--- src/rtl/speed_ramp_ctrl_if.sv ---
// rtl/speed_ramp_ctrl_if.sv - command, config and status bundle for speed_ramp_ctrl
interface speed_ramp_ctrl_if;
  logic       start;
  logic       stop;
  logic       pause;
  logic       cfg_we;
  logic [1:0] cfg_addr;
  logic [1:0] cfg_speed;
  logic [3:0] cfg_steps;
  logic       tick;
  logic [3:0] counter_value;
  logic [1:0] stage;
  logic [1:0] cur_speed;
  logic       busy;
  logic       done;

  modport master (
    output start, stop, pause, cfg_we, cfg_addr, cfg_speed, cfg_steps,
    input  tick, counter_value, stage, cur_speed, busy, done
  );

  modport slave (
    input  start, stop, pause, cfg_we, cfg_addr, cfg_speed, cfg_steps,
    output tick, counter_value, stage, cur_speed, busy, done
  );
endinterface

--- src/rtl/speed_ramp_ctrl.sv ---
// rtl/speed_ramp_ctrl.sv - 4-stage speed profile sequencer driving a shared rate divider
module speed_ramp_ctrl #(
  parameter logic [10:0] DIV0 = 11'd0,
  parameter logic [10:0] DIV1 = 11'd499,
  parameter logic [10:0] DIV2 = 11'd999,
  parameter logic [10:0] DIV3 = 11'd1999,
  parameter bit          LOOP = 1'b0
) (
  input  logic             clk,
  input  logic             rst,
  speed_ramp_ctrl_if.slave bus
);

  typedef enum logic [1:0] {S_IDLE, S_RUN, S_PAUSED, S_DONE} state_t;

  state_t      state;
  state_t      state_nxt;
  logic [10:0] div_cnt;
  logic [3:0]  step_cnt;
  logic [3:0]  steps_cur;
  logic [3:0]  counter_value;
  logic [1:0]  stage;
  logic [1:0]  cur_speed;
  logic [1:0]  tbl_speed [4];
  logic [3:0]  tbl_steps [4];
  logic [1:0]  stage_inc;
  logic        tick;
  logic        last_step;
  logic        go;
  logic        finish;

  function automatic logic [10:0] div_of(input logic [1:0] sp);
    case (sp)
      2'd0:    div_of = DIV0;
      2'd1:    div_of = DIV1;
      2'd2:    div_of = DIV2;
      default: div_of = DIV3;
    endcase
  endfunction

  // steps of 0 wraps to 15 here, which yields the intended 16 ticks
  assign last_step = (step_cnt == (steps_cur - 4'd1));
  assign go        = bus.start && !bus.stop && (state == S_IDLE || state == S_DONE);
  assign finish    = tick && last_step && (stage == 2'd3) && (LOOP == 1'b0);
  assign stage_inc = stage + 2'd1;

  // state register
  always_ff @(posedge clk or posedge rst) begin
    if (rst) state <= S_IDLE;
    else     state <= state_nxt;
  end

  // next state: stop beats start beats pause; finishing the profile beats pause
  always_comb begin
    state_nxt = state;
    if (bus.stop) begin
      state_nxt = S_IDLE;
    end else if (go) begin
      state_nxt = S_RUN;
    end else begin
      case (state)
        S_RUN: begin
          if (finish)         state_nxt = S_DONE;
          else if (bus.pause) state_nxt = S_PAUSED;
        end
        S_PAUSED: begin
          if (!bus.pause) state_nxt = S_RUN;
        end
        default: state_nxt = state;
      endcase
    end
  end

  // state-derived outputs
  always_comb begin
    tick     = 1'b0;
    bus.busy = 1'b0;
    bus.done = 1'b0;
    tick     = (state == S_RUN) && (div_cnt == 11'd0);
    bus.busy = (state == S_RUN) || (state == S_PAUSED);
    bus.done = (state == S_DONE);
  end

  // profile table; writes land on the edge regardless of state
  always_ff @(posedge clk or posedge rst) begin
    if (rst) begin
      for (int i = 0; i < 4; i++) begin
        tbl_speed[i] <= 2'(i);
        tbl_steps[i] <= 4'd4;
      end
    end else if (bus.cfg_we) begin
      tbl_speed[bus.cfg_addr] <= bus.cfg_speed;
      tbl_steps[bus.cfg_addr] <= bus.cfg_steps;
    end
  end

  // divider, tick counter and stage sequencing; table reads see pre-write values
  always_ff @(posedge clk or posedge rst) begin
    if (rst) begin
      div_cnt       <= '0;
      step_cnt      <= '0;
      steps_cur     <= 4'd4;
      counter_value <= '0;
      stage         <= '0;
      cur_speed     <= '0;
    end else if (go) begin
      counter_value <= '0;
      step_cnt      <= '0;
      stage         <= '0;
      cur_speed     <= tbl_speed[0];
      steps_cur     <= tbl_steps[0];
      div_cnt       <= div_of(tbl_speed[0]);
    end else if (tick) begin
      counter_value <= counter_value + 4'd1;
      if (last_step) begin
        step_cnt <= '0;
        if (!finish) begin
          stage     <= stage_inc;
          cur_speed <= tbl_speed[stage_inc];
          steps_cur <= tbl_steps[stage_inc];
          div_cnt   <= div_of(tbl_speed[stage_inc]);
        end
      end else begin
        step_cnt <= step_cnt + 4'd1;
        div_cnt  <= div_of(cur_speed);
      end
    end else if (state == S_RUN) begin
      div_cnt <= div_cnt - 11'd1;
    end
  end

  assign bus.tick          = tick;
  assign bus.counter_value = counter_value;
  assign bus.stage         = stage;
  assign bus.cur_speed     = cur_speed;

endmodule

--- src/flat_wrapper.sv ---
// flat-port wrapper written by rule: the top's interface ports become plain ports
module speed_ramp_ctrl_flat 
#(
  parameter logic [10:0] DIV0 = 11'd0,
  parameter logic [10:0] DIV1 = 11'd499,
  parameter logic [10:0] DIV2 = 11'd999,
  parameter logic [10:0] DIV3 = 11'd1999,
  parameter bit          LOOP = 1'b0
)
  (clk, rst, bus_start, bus_stop, bus_pause, bus_cfg_we, bus_cfg_addr, bus_cfg_speed, bus_cfg_steps, bus_tick, bus_counter_value, bus_stage, bus_cur_speed, bus_busy, bus_done);
  speed_ramp_ctrl_if bus_i ();
  input  logic clk;
  input  logic rst;
  input wire logic [$bits(bus_i.start)-1:0] bus_start;
  input wire logic [$bits(bus_i.stop)-1:0] bus_stop;
  input wire logic [$bits(bus_i.pause)-1:0] bus_pause;
  input wire logic [$bits(bus_i.cfg_we)-1:0] bus_cfg_we;
  input wire logic [$bits(bus_i.cfg_addr)-1:0] bus_cfg_addr;
  input wire logic [$bits(bus_i.cfg_speed)-1:0] bus_cfg_speed;
  input wire logic [$bits(bus_i.cfg_steps)-1:0] bus_cfg_steps;
  output wire logic [$bits(bus_i.tick)-1:0] bus_tick;
  output wire logic [$bits(bus_i.counter_value)-1:0] bus_counter_value;
  output wire logic [$bits(bus_i.stage)-1:0] bus_stage;
  output wire logic [$bits(bus_i.cur_speed)-1:0] bus_cur_speed;
  output wire logic [$bits(bus_i.busy)-1:0] bus_busy;
  output wire logic [$bits(bus_i.done)-1:0] bus_done;
  assign bus_i.start = bus_start;
  assign bus_i.stop = bus_stop;
  assign bus_i.pause = bus_pause;
  assign bus_i.cfg_we = bus_cfg_we;
  assign bus_i.cfg_addr = bus_cfg_addr;
  assign bus_i.cfg_speed = bus_cfg_speed;
  assign bus_i.cfg_steps = bus_cfg_steps;
  assign bus_tick = bus_i.tick;
  assign bus_counter_value = bus_i.counter_value;
  assign bus_stage = bus_i.stage;
  assign bus_cur_speed = bus_i.cur_speed;
  assign bus_busy = bus_i.busy;
  assign bus_done = bus_i.done;
  speed_ramp_ctrl #(.DIV0(DIV0), .DIV1(DIV1), .DIV2(DIV2), .DIV3(DIV3), .LOOP(LOOP)) u_core (.clk(clk), .rst(rst), .bus(bus_i));
endmodule
--- config.mk ---
export PLATFORM = sky130hd
export DESIGN_NAME = speed_ramp_ctrl_flat
export DESIGN_NICKNAME = d
export VERILOG_FILES = /design/src/rtl/speed_ramp_ctrl_if.sv /design/src/rtl/speed_ramp_ctrl.sv /design/src/flat_wrapper.sv
export SDC_FILE = /design/constraint.sdc
export NUM_CORES = 1
export LEC_CHECK = 0
export ABC_AREA = 1
export ABC_CLOCK_PERIOD_IN_PS = 2400
export CAP_MARGIN = 0
export CORE_MARGIN = 8
export CORE_UTILIZATION = 50
export DETAILED_ROUTE_END_ITERATION = 8
export GPL_ROUTABILITY_DRIVEN = 1
export GPL_TIMING_DRIVEN = 0
export HOLD_SLACK_MARGIN = 0.1
export PLACE_DENSITY = 0.72
export SLEW_MARGIN = 20
export SYNTH_ARGS = -nofsm -noshare
export SYNTH_HDL_FRONTEND = slang
export SYNTH_SLANG_ARGS = --single-unit
--- constraint.sdc ---
create_clock -name clk -period 2.4 [get_ports clk]
set_input_delay 0.24 -clock clk [delete_from_list [all_inputs] [get_ports clk]]
set_output_delay 0.24 -clock clk [all_outputs]
set_load 0.01 [all_outputs]
## After elaboration in Yosys (flattened, before gate mapping)

Cells that the tools add are included.

| word-level totals | value |
|---|---|
| RAM bits | 0 |
| register bits | 53 |
| logic and storage cells | 104 |
| input port bits | 14 |
| bits in latches | 0 |
| output and inout port bits | 11 |
| memory bits (read-only) | 0 |
| memories kept | 0 |

| cells by class | value |
|---|---|
| $add $sub $neg | 5 |
| mux-type cells | 43 |
| bitwise gates (word level) | 2 |
| reductions and logical operators | 21 |
| order comparisons | 3 |
| equal/unequal tests | 15 |
| div/mod/pow operators | 0 |
| shift-type cells | 0 |
| $mul | 0 |

Operators with widths:

| operator | count |
|---|---|
| 11-bit case mux with 3 select lines | 3 |
| 11-bit two-way mux | 5 |
| 4-bit two-way mux | 12 |
| 2-bit two-way mux | 16 |
| 16-bit bitwise mux | 1 |
| 2-bit equality test (second input constant) | 6 |
| 11-bit logical NOT | 1 |
| 11-bit by 1-bit subtractor with 11-bit output (second input constant) | 1 |
| 4-bit by 1-bit adder with 4-bit output (second input constant) | 2 |
| 4-bit binary-select mux with 2-bit select | 1 |
| 8-bit bitwise mux | 1 |
| 4-bit demux with 2-bit select | 1 |
| 2-bit by 1-bit equality test with 1-bit output (second input constant) | 4 |
| 2-bit logical NOT | 4 |
| 3-bit greater-or-equal comparator (second input constant) | 2 |
| 1-bit logical AND | 6 |
| 2-bit NOT with 3-bit output | 2 |
| 3-bit AND reduction | 2 |
| 5-bit by 3-bit inequality test with 1-bit output (second input constant) | 1 |
| 2-bit binary-select mux with 2-bit select | 1 |
| 2-bit demux with 2-bit select | 1 |
| 4-bit equality test | 1 |
| 4-bit by 3-bit inequality test with 1-bit output (second input constant) | 1 |
| 4-bit inequality test (second input constant) | 1 |
| other kinds (11) | 13 |

## Logic depth before layout (Yosys ltp)

Gate-level depths: netlist (run 1).

| depth | value |
|---|---|
| depth in word-level cells | 11 |
| depth in mapped cells | 18 |

## Least setup slack after synthesis (run 1)

No wires, ideal clock.

| path | value |
|---|---|
| path type | reg2reg |
| start | register u_core.stage[0], in the netlist u_core.bus.stage[0] |
| end | register u_core.div_cnt[2] |
| buffers on the path | 1 |
| arrival time | 2.172 ns |
| setup slack | 0.112 ns |
| data required time | 2.284 ns |
| stages on the path, launching flop included | 17 |
| cells stage by stage | dfrtp_1 > ha_1 > clkbuf_1 > inv_1 > o211ai_1 > nand2_1 > inv_1 > ha_1 > or2_2 > nand3_1 > nand2_1 > nand2_1 > nand2_1 > nand2_1 > nand2_1 > nand2_1 > nand2_1 |

| on the way | value |
|---|---|
| word-level cells in the longest chain between the ends | 11 |

RTL lines:

| what | line | text |
|---|---|---|
| start, declared | speed_ramp_ctrl.sv:22 | `logic [1:0] stage;` |
| start signal, assigned | speed_ramp_ctrl.sv:118 | `stage <= stage_inc;` |
| 2-bit by 1-bit adder with 2-bit output | speed_ramp_ctrl.sv:45 | `assign stage_inc = stage + 2'd1;` |
| 2-bit NOT with 3-bit output (not written as such) | speed_ramp_ctrl.sv:121 | `div_cnt <= div_of(tbl_speed[stage_inc]);` |
| 2-bit binary-select mux with 2-bit select | speed_ramp_ctrl.sv:121 |  |
| 2-bit two-way mux (not written as such) (2 in series) | speed_ramp_ctrl.sv:121 |  |
| 2-bit equality test, or another cell as far along | speed_ramp_ctrl.sv:33 | `case (sp)` |
| 11-bit case mux with 3 select lines | speed_ramp_ctrl.sv:33 |  |
| 11-bit two-way mux | speed_ramp_ctrl.sv:117 | `if (!finish) begin` |
| 11-bit two-way mux | speed_ramp_ctrl.sv:115 | `if (last_step) begin` |
| 11-bit two-way mux | speed_ramp_ctrl.sv:113 | `end else if (tick) begin` |
| 11-bit two-way mux | speed_ramp_ctrl.sv:106 | `end else if (go) begin` |
| end signal, assigned | speed_ramp_ctrl.sv:112 | `div_cnt <= div_of(tbl_speed[0]);` |
| end signal, assigned | speed_ramp_ctrl.sv:121 |  |
| end signal, assigned | speed_ramp_ctrl.sv:125 | `div_cnt <= div_of(cur_speed);` |
| end, declared | speed_ramp_ctrl.sv:18 | `logic [10:0] div_cnt;` |

Parallel ways exist; a longest one is shown, timed or not. The select of a mux whose other input is x is not followed.
A chain may end at the register's enable or synchronous reset.

## Final worst setup path (run 1)

| path | value |
|---|---|
| start | register u_core.stage[0], in the netlist u_core.bus.stage[0] |
| end | register u_core.div_cnt[9] |

Same word-level chain as after synthesis.

==> results.py, run 1 <==
metrics = {
    "die": {
        "initial_core_util_pct": 51.5,
        "die_area_sq_mm": 0.00939,
        "num_io_pins": 25,
        "die_y_microns": 96.9,
        "core_sq_mm": 0.00635,
        "rows": 29,
        "die_x_microns": 96.9,
    },
    "synth": {
        "synth_warnings": 0,
        "synthCells": 429,
        "syn_avg_cell_area_sq_um": 7.63,
        "yosysSeqAreaShare_pct": 40.9,
        "syn-num-nets": 465,
        "synth_edf_count": 0,
        "synthFlopType": "dfrtp_1",
        "synth_area_sq_mm": 0.00327,
        "ys_ff_latch": 53,
        "async_flop_share_pct": 100,
        "yosysUniqueCellTypes": 35,
    },
    "critical_path": {
        "endpoint": "u_core.div_cnt[9]",
        "timing.rr.start": "u_core.bus.stage[0]",
        "slowest_stage": "dfrtp_2",
        "worstPathRequired_ns": 2.61,
        "crit_chain": "buf_6 > clkinvlp_4 > buf_6 > nand2_1 > nand3_1 > nand2_2 > inv_1 > ha_2 > or2_2 > nand3_1 > nand2_1 > nand2_1 > nand2_1 > nand2_1 > nand2_1 > nand2_1 > nand2_1",
        "startpoint_type": "flop",
        "reg2reg_to": "u_core.div_cnt[9]",
        "critPathArrivalTime_ns": 2.43,
        "r2r_cells": 17,
        "cp_max_fo": 6,
        "max_stage_delay_ns": 0.43,
        "worst-r2r-setup-slack_ns": 0.17,
        "crit_path_start": "u_core.bus.stage[0]",
        "cpMostUsedCell": "nand2_1",
        "critical_path_class": "reg2reg",
        "critPathCaptureType": "flop",
    },
    "clocking": {
        "clock-root-buffer": "clkbuf_8",
        "insertion_delay_ns": 0.31,
        "cts.sinks": 53,
        "tritoncts": "yes",
        "h-tree-depth": 2,
        "cts_made_buffers": 5,
        "cts.path.max_buffers": 2,
        "clkTransAtPathRegs_ns": 0.10,
    },
    "power_and_ir_drop": {
        "leakage_nw": 1.91,
        "irDropWorstVdd_v": 0.000506,
        "powerDensity_mw_per_mm2": 1010,
    },
    "global_routing": {
        "grt_use_total_pct": 16.0,
        "first_global_vias": 2836,
        "grt-ovfl-total": 0,
        "busiest_layer": "met2",
        "grtUsageMet3_pct": 3.27,
        "grt_pass1_wl_microns": 12900,
        "grtUsageMet1_pct": 20.0,
        "use_met2_pct": 26.5,
        "antenna_found_initial": 0,
        "grt_start_max_net_pins": 36,
    },
    "placement": {
        "place_hpwl_microns": 5460,
        "routabilityCongestion": 0.849,
        "place_area_sq_mm": 0.00363,
        "preCtsSetupSlack_ns": -0.204,
        "io_buffers": 24,
    },
    "detailed_routing": {
        "vias": 2857,
        "drc": 0,
        "wl_per_cell_microns": 13.4,
        "drt_pre_antenna_iters": 4,
        "drt_iter0_drc": 147,
        "avgViaCountPerCell": 5.21,
        "drtAntennaViolNets": 0,
        "routed_wl_microns": 7330,
    },
    "timing": {
        "setup_viol": 0,
        "tightestPinTransition_ns": 0.695,
        "min_period_over_period_pct": 92.8,
        "finalMaxSlewViolations": 0,
        "timing.setup.tns_ns": 0,
        "clock_skew_ns": 0.00845,
        "worst_slack_ns": 0.173,
        "relSlewSlack_pct": 53.3,
        "fmaxAchievable_ghz": 0.449,
        "hold_viol": 0,
        "finalCriticalPeriod_ns": 2.23,
    },
    "final_layout": {
        "antenna_cells": 0,
        "fillers": 567,
        "final_cell_area_sq_mm": 0.00385,
        "multiInputGateArea_sq_mm": 0.00169,
        "register_area_sq_mm": 0.00134,
        "final_cell_mix": "nand2_1, inv_1, dfrtp_1, o21ai_0, nand3_1",
        "area_delta_synth_final_pct": 17.6,
        "fin_nets": 506,
        "final_common_cell": "nand2_1",
        "drive_above_1_share_pct": 14.6,
    },
    "outcome": {
        "status": "complete, no violations",
    },
    "flow_run": {
        "max-cap-violations": 0,
    },
    "min_path": {
        "hold_path.class": "in2async",
    },
}
where the power goes:
part | switching, mW | leakage (nW) | internal [mW]
logic | 1.11 | 1.20 | 0.816
registers | 0.198 | 0.654 | 1.12
clock network | 0.306 | 0.0585 | 0.313
total | 1.62 | 1.91 | 2.25
worst max-delay path: cells and delay by family (launching register included):
family                   cells  cell delay, ns
adder cells (fa/ha/maj)      1            0.18
buffers and inverters        4            0.47
flip-flops                   1            0.43
AND/OR/NAND/NOR             12            1.05
registers in the layout, summed over array words and instances (netlist names):
signal,cells
u_core.bus.cur_speed,2
u_core.step_cnt,4
u_core.state,2
u_core.tbl_steps,16
u_core.steps_cur,4
u_core.bus.stage,2
u_core.bus.counter_value,4
u_core.div_cnt,11
u_core.tbl_speed,8
layout make-up:
cell class                 count  area share (%)
buffer                        10            1.59
inverter                      56            5.56
clock buffer                   5            1.79
multi-input combinational    309            43.9
tap                           77            2.50
clock inverter                 3            1.14
sequential                    53            34.8
timing repair buffer          35            8.71
what timing repair did:
item | CTS | global route
hold buffers | 0 | 0
pin swaps | 2 | 1
resized for setup | 5 | 8
setup buffers | 3 | 7
cloned | 0 | 0
hold endpoints to repair | 0 | 0
endpoints found under the setup margin | 3 | 2
synth_stat cells, types with 2 or more instances:
cell type / instances / area [sq um]
nor2_4: 3 / 33.8
a31oi_1: 2 / 12.5
a21oi_1: 12 / 60.1
dfstp_2: 9 / 236
or2_2: 5 / 31.3
nand3_1: 29 / 145
xor2_1: 4 / 35.0
ha_1: 22 / 275
o211ai_1: 3 / 22.5
nand2_1: 120 / 450
clkbuf_1: 8 / 30.0
nand2_4: 3 / 33.8
nor3_1: 14 / 70.1
o21ai_2: 3 / 26.3
nand4_1: 3 / 18.8
nand3b_1: 2 / 15.0
inv_1: 48 / 180
inv_2: 8 / 30.0
nor2_1: 27 / 101
buf_2: 2 / 10.0
o21ai_1: 3 / 15.0
o22ai_1: 2 / 12.5
nand2_2: 3 / 18.8
dfrtp_1: 44 / 1100
o21ai_0: 40 / 200
per-stage QoR:
stage	hold slack [ns]	utilization (%)	power, mW	std cells
6_report	0.241	60.6	3.87	548
5_1_grt	0.271	60.6	4.25	548
4_1_cts	0.260	59.3	3.76	541
3_5_place_dp	0.475	57.1	3.09	531
3_3_place_gp	0.465	56.8	3.02	530
2_1_floorplan	0.396	-	2.60	429
cell families (layout without fill, tap and decap cells):
| group | after synthesis | in the layout | share of synthesized area [%] |
|---|---|---|---|
| AOI/OAI and AO/OA | 68 | 68 | 11.4 |
| xor gates and xnor gates | 5 | 5 | 1.34 |
| adders and majority gates | 22 | 22 | 8.41 |
| buffers and inverters | 67 | 109 | 7.99 |
| DFF | 53 | 53 | 40.9 |
| and+or+nand+nor | 214 | 214 | 30.0 |
metal layers:
| metal | vias up | routed length (microns) |
|---|---|---|
| li1 | 1460 | - |
| met2 | 69 | 3480 |
| met1 | 1313 | 3320 |
| met3 | 15 | 350 |
| met5 | - | 0 |
| met4 | 0 | 184 |
worst min-delay path by stage:
stage | startpoint | slack, ns | cells past startpoint | to
floorplan | bus_cfg_speed[0] | 0.40 | 2 | u_core.tbl_speed[0]
global placement | u_core.div_cnt[0] | 0.46 | 2 | u_core.div_cnt[0]
detailed placement | u_core.tbl_steps[7] | 0.47 | 2 | u_core.tbl_steps[7]
CTS | rst | 0.26 | 2 | u_core.tbl_steps[11]
global route | rst | 0.27 | 2 | u_core.tbl_steps[11]
finish | rst | 0.24 | 2 | u_core.tbl_speed[5]
No activity file was read; power rests on OpenSTA's default activity.
==> run 2, diff against run 1 <==
- CORE_UTILIZATION: 50 -> 53
- PLACE_DENSITY: 0.72 -> 0.75
- SKIP_LAST_GASP: not set -> 1
- SLEW_MARGIN: 20 -> 15
==> run 2 against run 1 <==
  * Power is 2.8% lower
  * Wire length is 0.53% higher
  * Non-clock buffer count stayed put
  * Fmax is 0.11% lower
  * First-iteration DRC count is 20% lower
  * Cell area is 0.88% lower
  * Flip-flop and latch count stayed put
  * Worst hold slack worse by 0.0015 ns
  * Die area is 4.7% lower
  * Combinational power hardly changed
  * Worst setup slack worse by 0.0025 ns
  * Register-to-register slack better by 0.02 ns
  * Largest cell class unchanged
==> results.py, run 2 (synthesis results as in run 1) <==
metrics = {
    "outcome": {
        "status": "complete, no violations",
    },
    "placement": {
        "place_hpwl_microns": 5380,
        "routabilityCongestion": 0.858,
        "io_buffers": 24,
        "preCtsSetupSlack_ns": -0.226,
        "place_area_sq_mm": 0.00363,
    },
    "critical_path": {
        "critical_path_class": "reg2out",
        "critPathCaptureType": "output pin",
        "critPathArrivalTime_ns": 1.99,
        "worst-r2r-setup-slack_ns": 0.19,
        "cp_max_fo": 5,
        "startpoint_type": "flop",
        "worstPathRequired_ns": 2.16,
    },
    "final_layout": {
        "top_register": "u_core.tbl_steps",
        "final_cell_mix": "nand2_1, inv_1, dfrtp_1, o21ai_0, nand3_1",
        "area_delta_synth_final_pct": 16.6,
        "reg_top3": "u_core.tbl_steps: 16 flops, u_core.div_cnt: 11 flops, u_core.tbl_speed: 8 flops",
        "final_cell_area_sq_mm": 0.00381,
        "final_common_cell": "nand2_1",
        "drive_above_1_share_pct": 14.2,
        "largest_register_ffs": 16,
        "antenna_cells": 0,
        "fin_nets": 506,
    },
    "min_path": {
        "hold_path.class": "in2async",
    },
    "clocking": {
        "cts.sinks": 53,
        "tritoncts": "yes",
        "cts_made_buffers": 5,
        "clkTransAtPathRegs_ns": 0.09,
        "insertion_delay_ns": 0.31,
        "cts.path.max_buffers": 2,
        "clock-root-buffer": "clkbuf_8",
        "h-tree-depth": 2,
    },
    "global_routing": {
        "grt-ovfl-total": 0,
        "use_met2_pct": 28.6,
        "grtUsageMet3_pct": 3.73,
        "first_global_vias": 2773,
        "grt_start_max_net_pins": 37,
        "busiest_layer": "met2",
        "antenna_found_initial": 0,
        "grt_pass1_wl_microns": 12400,
        "grtUsageMet1_pct": 21.0,
        "grt_use_total_pct": 17.1,
    },
    "timing": {
        "hold_viol": 0,
        "relSlewSlack_pct": 51.1,
        "tightestPinTransition_ns": 0.728,
        "setup_viol": 0,
        "clock_skew_ns": 0.0143,
        "min_period_over_period_pct": 92.9,
        "finalCriticalPeriod_ns": 2.23,
        "fmaxAchievable_ghz": 0.449,
        "finalMaxSlewViolations": 0,
        "worst_slack_ns": 0.171,
    },
    "power_and_ir_drop": {
        "powerDensity_mw_per_mm2": 987,
        "total_power_mw": 3.76,
        "irDropWorstVdd_v": 0.000464,
        "leakage_nw": 1.90,
    },
    "detailed_routing": {
        "drt_pre_antenna_iters": 4,
        "drc": 0,
        "drt_iter0_drc": 118,
        "drtAntennaViolNets": 0,
        "avgViaCountPerCell": 5.23,
        "wl_per_cell_microns": 13.5,
        "vias": 2853,
        "routed_wl_microns": 7370,
    },
    "die": {
        "initial_core_util_pct": 54.9,
        "die_y_microns": 94.6,
        "die_x_microns": 94.6,
        "num_io_pins": 25,
        "rows": 28,
        "core_sq_mm": 0.00596,
        "die_area_sq_mm": 0.00894,
    },
    "flow_run": {
        "max-cap-violations": 0,
    },
}
## run 2: repair_timing
item,in CTS,in global routing
pin swaps,3,3
hold buffers,0,0
setup buffers,4,6
endpoints found under the setup margin,3,2
gates resized for setup,5,9
## run 2: per-layer routing
metal	routed length, microns	vias to the layer above
met3	308	10
met5	0	-
met4	106	0
li1	-	1460
met1	3320	1320
met2	3640	63
## run 2: worst max-delay path, cell delays in order (launching register included)
cell and delay [ns]:
dfrtp_1 0.44, inv_1 0.08, ha_1 0.26, nand4_1 0.20, nor2_4 0.15, clkdlybuf4s50_1 0.55
## run 2: final timing paths
check                                      endpoint  depth (start not counted)                start
worst max-delay path                       bus_tick                          5      u_core.state[1]
worst min-delay path            u_core.tbl_speed[7]                          2                  rst
worst max register to register    u_core.div_cnt[2]                         15  u_core.bus.stage[0]
worst min register to register    u_core.div_cnt[0]                          2    u_core.div_cnt[0]
max in group asynchronous       u_core.tbl_steps[2]                          3                  rst
min in group clk                  u_core.div_cnt[0]                          2    u_core.div_cnt[0]
## run 2: cell type report
type                            instances  area (sq um)
Multi-Input combinational cell        309          1690
Fill cell                             541          2140
Inverter                               56           213
Sequential cell                        53          1340
Clock inverter                          1          8.76
Clock buffer                            7          76.3
Buffer                                 10          61.3
Timing Repair Buffer                   35           335
Tap cell                               75          93.8
## run 2: report_power, final
part	leakage, nW	internal (mW)	switching [mW]
logic	1.20	0.815	1.12
registers	0.654	1.13	0.201
clock network	0.0424	0.209	0.295
total	1.90	2.15	1.61
## run 2: stage by stage
step | hold slack (ns) | utilization [%] | TNS [ns] | cells
after global placement | 0.465 | 60.5 | -5.30 | 528
after floorplan | 0.396 | - | 0 | 429
after CTS | 0.249 | 62.9 | -0.00443 | 540
final | 0.240 | 64.1 | 0 | 546
after global routing | 0.293 | 64.1 | -0.00576 | 546
after detailed placement | 0.473 | 60.9 | -0.434 | 529
==> run 3, diff against run 2 <==
- SKIP_LAST_GASP: 1 -> not set
==> run 3 against run 2 <==
  * Register-to-register slack hardly changed
  * Worst setup slack worse by 0.0042 ns
  * Cell count did not move
==> results.py, run 3 (synthesis results as in run 1) <==
metrics = {
    "power_and_ir_drop": {
        "leakage_nw": 1.90,
        "switching_power_mw": 1.62,
        "intPower_mw": 2.16,
        "combPwrFrac_pct": 51.5,
        "power_frac_seq_pct": 35.1,
        "irDropWorstVdd_v": 0.000464,
        "total_power_mw": 3.78,
        "clkPwrFrac_pct": 13.4,
        "switching_share_pct": 42.9,
        "powerDensity_mw_per_mm2": 989,
    },
    "critical_path": {
        "critPathArrivalTime_ns": 1.99,
        "startpoint_type": "flop",
        "critPathCaptureType": "output pin",
        "worstPathRequired_ns": 2.16,
        "cp_max_fo": 5,
        "critical_path_class": "reg2out",
    },
    "timing": {
        "finalMaxSlewViolations": 0,
        "min_period_over_period_pct": 93.1,
        "finalCriticalPeriod_ns": 2.23,
        "hold_viol": 0,
        "holdWs_ns": 0.235,
        "timing.setup.tns_ns": 0,
        "setup_viol": 0,
        "worst_slack_ns": 0.166,
        "fmaxAchievable_ghz": 0.448,
        "relSlewSlack_pct": 48.3,
        "tightestPinTransition_ns": 0.770,
        "clock_skew_ns": 0.0146,
    },
    "clocking": {
        "tritoncts": "yes",
        "holdBufCountCts": 0,
        "cts.path.max_buffers": 2,
        "clock-root-buffer": "clkbuf_8",
        "h-tree-depth": 2,
        "clkTransAtPathRegs_ns": 0.09,
        "cts_made_buffers": 5,
        "cts.sinks": 53,
        "insertion_delay_ns": 0.32,
    },
    "detailed_routing": {
        "routed_wl_microns": 7380,
        "drt_iter0_drc": 115,
        "drtAntennaViolNets": 0,
        "vias": 2851,
        "drt_pre_antenna_iters": 4,
        "wl_per_cell_microns": 13.5,
        "avgViaCountPerCell": 5.22,
        "drc": 0,
    },
    "final_layout": {
        "fillers": 541,
        "final_common_cell": "nand2_1",
        "drive_above_1_share_pct": 14.2,
        "top_register": "u_core.tbl_steps",
        "fin_nets": 506,
        "final_cell_mix": "nand2_1, inv_1, dfrtp_1, o21ai_0, nand3_1",
        "instances_no_fill": 546,
        "area_delta_synth_final_pct": 16.7,
        "largest_register_ffs": 16,
        "reg_top3": "u_core.tbl_steps: 16 flops, u_core.div_cnt: 11 flops, u_core.tbl_speed: 8 flops",
        "antenna_cells": 0,
    },
    "global_routing": {
        "antenna_found_initial": 0,
        "grt_use_total_pct": 17.1,
        "first_global_vias": 2773,
        "grt_start_max_net_pins": 37,
        "grt-ovfl-total": 0,
        "grt_pass1_wl_microns": 12400,
    },
    "die": {
        "die_area_sq_mm": 0.00894,
        "die_x_microns": 94.6,
        "core_sq_mm": 0.00596,
        "die_y_microns": 94.6,
        "rows": 28,
        "num_io_pins": 25,
        "initial_core_util_pct": 54.9,
    },
    "placement": {
        "io_buffers": 24,
        "place_hpwl_microns": 5380,
        "routabilityCongestion": 0.858,
        "preCtsSetupSlack_ns": -0.226,
        "dp.cells": 529,
    },
    "flow_run": {
        "max-cap-violations": 0,
    },
    "outcome": {
        "status": "complete, no violations",
    },
    "min_path": {
        "hold_path.class": "in2async",
    },
}
run 3: cell counts in the layout (fill, tap and decap cells not counted):
No cell type changed its count.
run 3: worst paths after layout:
kind / slack (ns) / cells past startpoint / end / from
max: 0.17 / 5 / bus_tick / u_core.state[1]
min: 0.23 / 2 / u_core.tbl_speed[7] / rst
max reg2reg: 0.19 / 15 / u_core.div_cnt[2] / u_core.bus.stage[0]
min reg2reg: 0.49 / 2 / u_core.div_cnt[0] / u_core.div_cnt[0]
max in group asynchronous: 1.57 / 3 / u_core.tbl_steps[2] / rst
min in group clk: 0.49 / 2 / u_core.div_cnt[0] / u_core.div_cnt[0]
run 3: cell type report:
cell class	count	area [sq um]	share of cell area, %
Multi-Input combinational cell	309	1690	44.2
Sequential cell	53	1340	35.1
Timing Repair Buffer	35	335	8.78
Inverter	56	213	5.57
Tap cell	75	93.8	2.46
Clock buffer	7	76.3	2.00
Buffer	10	65.1	1.70
Clock inverter	1	8.76	0.229
run 3: routing by layer:
metal	track usage, %	vias up	share of wire, %
li1	-	1459	-
met1	21.0	1312	45
met2	28.6	68	49
met3	3.73	12	4.5
met4	6.89	0	1.8
met5	0	-	0
run 3: stage by stage:
stage | utilization, % | area (sq um)
floorplan | - | 3270
global placement | 60.5 | 3610
detailed placement | 60.9 | 3630
CTS | 63.0 | 3750
global route | 64.1 | 3820
finish | 64.1 | 3820
run 3: power groups by stage:
| stage | Combinational [mW] | Clock [mW] | Sequential, mW |
|---|---|---|---|
| after floorplan | 1.31 | 0 | 1.29 |
| after global placement | 1.69 | 0 | 1.32 |
| after detailed placement | 1.75 | 0 | 1.33 |
| after CTS | 1.83 | 0.522 | 1.32 |
| after global routing | 2.21 | 0.549 | 1.35 |
| final | 1.94 | 0.508 | 1.33 |
run 3: critical path: stages (launching register included):
cell and delay, ns:
dfrtp_1 0.44, inv_1 0.08, ha_1 0.26, nand4_1 0.20, nor2_4 0.15, clkdlybuf4s50_1 0.55
run 3: timing repair:
item | 4_1_cts | 5_1_grt
endpoints found under the setup margin | 3 | 2
pin swaps | 3 | 3
buffers inserted | 4 | 6
resized for setup | 6 | 8
gates cloned | 0 | 0
